### src/rtl/pipeline_pkg.sv
// Shared definitions for the pipeline stage blocks.
//   stageState_e : occupancy of a two-entry skid stage
//   DefDataW     : default payload width
//   DefCtrlW     : default control-flag bundle width
package pipeline_pkg;

  localparam int unsigned DefDataW = 32;
  localparam int unsigned DefCtrlW = 9;

  typedef enum logic [1:0] {
    StEmpty = 2'd0,
    StOne   = 2'd1,
    StTwo   = 2'd2
  } stageState_e;

endpackage

### src/rtl/pipeline_stage_skid.sv
// Registered pipeline stage with a one-entry skid buffer. All state updates on the
// falling edge of clk. in_ready is decoded from state only, so out_ready never
// reaches in_ready combinationally.
//
// Ports:
//   clk       : stage clock (falling edge active)
//   reset     : asynchronous active-low reset
//   in_valid  : upstream offers an entry
//   in_ready  : stage can accept an entry this cycle
//   in_data   : upstream payload
//   in_ctrl   : upstream control flags
//   flush     : discard all held entries (beats accept and pop)
//   out_valid : stage presents an entry
//   out_ready : downstream accepts this cycle
//   out_data  : presented payload (holds its last value while out_valid is 0)
//   out_ctrl  : presented control flags, zero while out_valid is 0
module pipeline_stage_skid
  import pipeline_pkg::*;
#(
  parameter int unsigned DATA_W = DefDataW,
  parameter int unsigned CTRL_W = DefCtrlW
) (
  input  logic              clk,
  input  logic              reset,
  input  logic              in_valid,
  output logic              in_ready,
  input  logic [DATA_W-1:0] in_data,
  input  logic [CTRL_W-1:0] in_ctrl,
  input  logic              flush,
  output logic              out_valid,
  input  logic              out_ready,
  output logic [DATA_W-1:0] out_data,
  output logic [CTRL_W-1:0] out_ctrl
);

  stageState_e       stateQ, stateD;
  logic [DATA_W-1:0] mainDataQ, mainDataD;
  logic [CTRL_W-1:0] mainCtrlQ, mainCtrlD;
  logic [DATA_W-1:0] skidDataQ, skidDataD;
  logic [CTRL_W-1:0] skidCtrlQ, skidCtrlD;
  logic              accept;
  logic              pop;

  // Outputs decoded from state only.
  always_comb begin
    in_ready  = (stateQ != StTwo);
    out_valid = (stateQ == StOne) || (stateQ == StTwo);
    out_data  = mainDataQ;
    out_ctrl  = out_valid ? mainCtrlQ : '0;
  end

  assign accept = in_valid & in_ready;
  assign pop    = out_valid & out_ready;

  always_comb begin
    stateD    = stateQ;
    mainDataD = mainDataQ;
    mainCtrlD = mainCtrlQ;
    skidDataD = skidDataQ;
    skidCtrlD = skidCtrlQ;
    if (flush) begin
      // Data is kept so out_data holds its last value; ctrl is cleared so stale
      // flags can never resurface.
      stateD    = StEmpty;
      mainCtrlD = '0;
      skidCtrlD = '0;
    end else begin
      unique case (stateQ)
        StEmpty: begin
          if (accept) begin
            mainDataD = in_data;
            mainCtrlD = in_ctrl;
            stateD    = StOne;
          end
        end
        StOne: begin
          if (accept && pop) begin
            mainDataD = in_data;
            mainCtrlD = in_ctrl;
          end else if (accept) begin
            skidDataD = in_data;
            skidCtrlD = in_ctrl;
            stateD    = StTwo;
          end else if (pop) begin
            stateD = StEmpty;
          end
        end
        StTwo: begin
          if (pop) begin
            mainDataD = skidDataQ;
            mainCtrlD = skidCtrlQ;
            stateD    = StOne;
          end
        end
        default: stateD = StEmpty;
      endcase
    end
  end

  always_ff @(negedge clk or negedge reset) begin
    if (!reset) begin
      stateQ    <= StEmpty;
      mainDataQ <= '0;
      mainCtrlQ <= '0;
      skidDataQ <= '0;
      skidCtrlQ <= '0;
    end else begin
      stateQ    <= stateD;
      mainDataQ <= mainDataD;
      mainCtrlQ <= mainCtrlD;
      skidDataQ <= skidDataD;
      skidCtrlQ <= skidCtrlD;
    end
  end

endmodule

### config.mk
export PLATFORM = sky130hd
export DESIGN_NAME = pipeline_stage_skid
export DESIGN_NICKNAME = d
export VERILOG_FILES = /design/src/rtl/pipeline_pkg.sv /design/src/rtl/pipeline_stage_skid.sv
export SDC_FILE = /design/constraint.sdc
export NUM_CORES = 1
export LEC_CHECK = 0
export CELL_PAD_IN_SITES_DETAIL_PLACEMENT = 1
export CELL_PAD_IN_SITES_GLOBAL_PLACEMENT = 2
export CORE_AREA = 2 2 111 113
export CTS_BUF_LIST = sky130_fd_sc_hd__clkbuf_8
export CTS_CLUSTER_SIZE = 16
export DETAILED_ROUTE_END_ITERATION = 10
export DIE_AREA = 0 0 113 115
export PLACE_DENSITY = 0.88
export SYNTH_ARGS = -nofsm -noshare
export SYNTH_HDL_FRONTEND = slang
export SYNTH_SLANG_ARGS = --single-unit
### constraint.sdc
create_clock -name clk -period 2.3 [get_ports clk]
set_clock_uncertainty 0.1 [all_clocks]
set_input_delay 0.46 -clock clk [delete_from_list [all_inputs] [get_ports clk]]
set_output_delay 0.46 -clock clk [all_outputs]
set_load 0.1 [all_outputs]
==> reports/results.tsv <==
metric	value	unit
die_w	113	µm
cp-end-kind	primary output	
post-dp-hpwl	7020	µm
grt_pass1_wl	19000	µm
wire_per_inst	19.8	µm
fin_nets	495	
grt_max_degree	48	
slew_violations	0	
place.gp.congestion	0.790	
syn_area	0.00404	mm²
grt_setup_unrepaired	true	
numCtsBuffers	9	
tritoncts	done	
num_rows	40	
finalWorstSetupSlack	-0.947	ns
hp-class	flip-flop to flip-flop	
drt-initial-drc-count	58	
crit_fanout	10	
p_per_area	1690	mW/mm²
synth_common_cells	mux2_2 (96), dfrtn_1 (84), mux2i_1 (18), nand2_1 (12), nor2_1 (11)	
synth_cell_types	29	
ir_drop	1.16	mV
gr-total-overflow	0	
cp.required	1.74	ns
dominantRegCellSynth	dfrtn_1	
grt_usage	19.1	%
synth_seq_area_share	52.0	%
num_vias	2941	
cp_slowest_cell	dfrtn_1	
viasPerCell	4.93	
min_delay_path_depth	1	
crit_arrival	2.69	ns
die_area	0.0130	mm²
critPathKind	flip-flop to primary output	
drc	2	
dp_cells	552	
num_antenna_cells	0	
finalNonFillerCells	596	
reg2reg_depth	11	
numClockSinks	84	
hold_ws	0.353	ns
yosysTopAreaCell	dfrtn_1	
clk_pin_slew	0.06	ns
drt-total-wl	11800	µm
htree_levels	3	
dr.pass1.iters	7	
netlist_instances	294	
final_antenna_net_count	0	
start_kind	flip-flop	
cp_cell_sequence	inv_2 -> ha_4 -> and2_4 -> buf_12	
worstHoldStart	skidDataQ[1]	
setup_violations	127	
syn-num-nets	345	
hold_path_end	skidDataQ[1]	
post-route-util	58.2	%
max_slew_margin	63.5	%
fin_tns_setup	-48.88	ns
drv_cap	0	
place_ws	-1.18	ns
hold_viol	0	
antenna_found_initial	0	
status	complete, but fails checks	
r2r-start	stateQ[0]	
die_h	115	µm
synth_warnings	0	
layout-drive-gt1-share	59.9	%
slowest_delay	0.44	ns
synthTopCellsByArea	dfrtn_1 (52%), mux2_2 (27%), mux2i_1 (4.5%)	
cts_buffer_depth	2	
syn_avg_cell_area	13.8	µm²
violations	design-rule violations, negative setup slack	
core	0.0118	mm²
cts_hold_buf	0	
synth-seq-cells	84	
rrSetupSlack	-0.19	ns
leakagePower	0.00323	µW
io_pins	89	
synth_edf_count	0	
initial_core_util	34.2	%
grt_pass1_vias	3401	
portBuffers	88	
clkLatencyLatePin	0.34	ns
r2r-end	out_data[25]	
netlist.area_leader.share	52.0	%
syn2layout_area_growth	70.0	%
cts-root-buf	clkbuf_8	
yosysMostFrequentCell	mux2_2	
worst_slew_pin_slew	0.548	ns
synth-async-reset-ratio	100	%
cell families after synthesis:
family	after synthesis	synth area share, %
buf+inv	22	2.88
simple gates	47	5.63
mux	115	31.5
compound gates	21	6.47
fa+ha+maj	5	1.55
flops	84	52.0
metrics by stage:
stage | power [µW] | cell area [µm²]
after floorplan | 6900 | 4270
after global placement | 9270 | 5990
after detailed placement | 9420 | 5990
after CTS | 11500 | 6820
after global routing | 12000 | 6870
final | 11600 | 6870
worst max-delay path, delay by kind of cell (launching register included):
kind,cells,cell delay [ns]
AND/OR/NAND/NOR,1,0.18
flip-flops,1,0.44
adder cells (fa/ha/maj),1,0.34
buffers and inverters,2,0.23
cells in the final DEF (no fill, tap or decap), types with 4 or more instances in the layout:
cell             instances
dfrtn_1                 84
mux2_4                  65
buf_12                  53
clkdlybuf4s50_1         41
buf_4                   39
mux2_2                  32
buf_6                   19
mux2i_1                 18
nand2_1                 11
nor2_1                  10
and2_4                   9
nand3_1                  9
clkbuf_8                 9
o311ai_4                 5
o311ai_2                 4
sequential cells by signal, summed over array words and instances (netlist names):
register,count
mainCtrlQ,9
out_data,32
skidDataQ,32
skidCtrlQ,9
stateQ,2
repair_timing:
item                       CTS  global route
setup endpoints to repair  127           127
pin swaps                   14             7
setup buffers               16            10
resized for setup           95            12
gates cloned                 6             0
layout make-up:
class	instances	area, µm²
fill	1090	4940
clock inverter	7	98.8
tap	147	184
timing repair buffer	157	2070
inverter	4	18.8
clock buffer	9	124
sequential	84	2100
multi-input combinational	188	2280
per-layer routing:
layer | up-vias | part of all wire, % | GRT usage (%)
met1 | 1510 | 44 | 24.5
met5 | - | 0 | 0
met3 | 8 | 3.5 | 3.64
met2 | 65 | 51 | 33.1
li1 | 1358 | - | -
met4 | 0 | 1.2 | 5.37
where the power goes:
part,total (µW),switching (µW),internal [µW],leakage (µW)
Combinational,7580,4050,3530,0.00209
Sequential,2810,587,2230,0.00103
Clock,1190,569,619,0.000110
Total,11600,5200,6380,0.00323
how the worst max path moves through the flow:
stage / start / to / slack [ns] / cells past startpoint
floorplan: stateQ[0] / out_ctrl[0] / -0.96 / 4
global placement: in_valid / out_data[21] / -1.10 / 6
detailed placement: in_valid / out_data[21] / -1.18 / 6
CTS: stateQ[0] / out_ctrl[7] / -0.96 / 4
global route: stateQ[1] / out_ctrl[3] / -1.01 / 4
finish: stateQ[1] / out_ctrl[3] / -0.95 / 4
No activity file was read; power rests on OpenSTA's default activity.
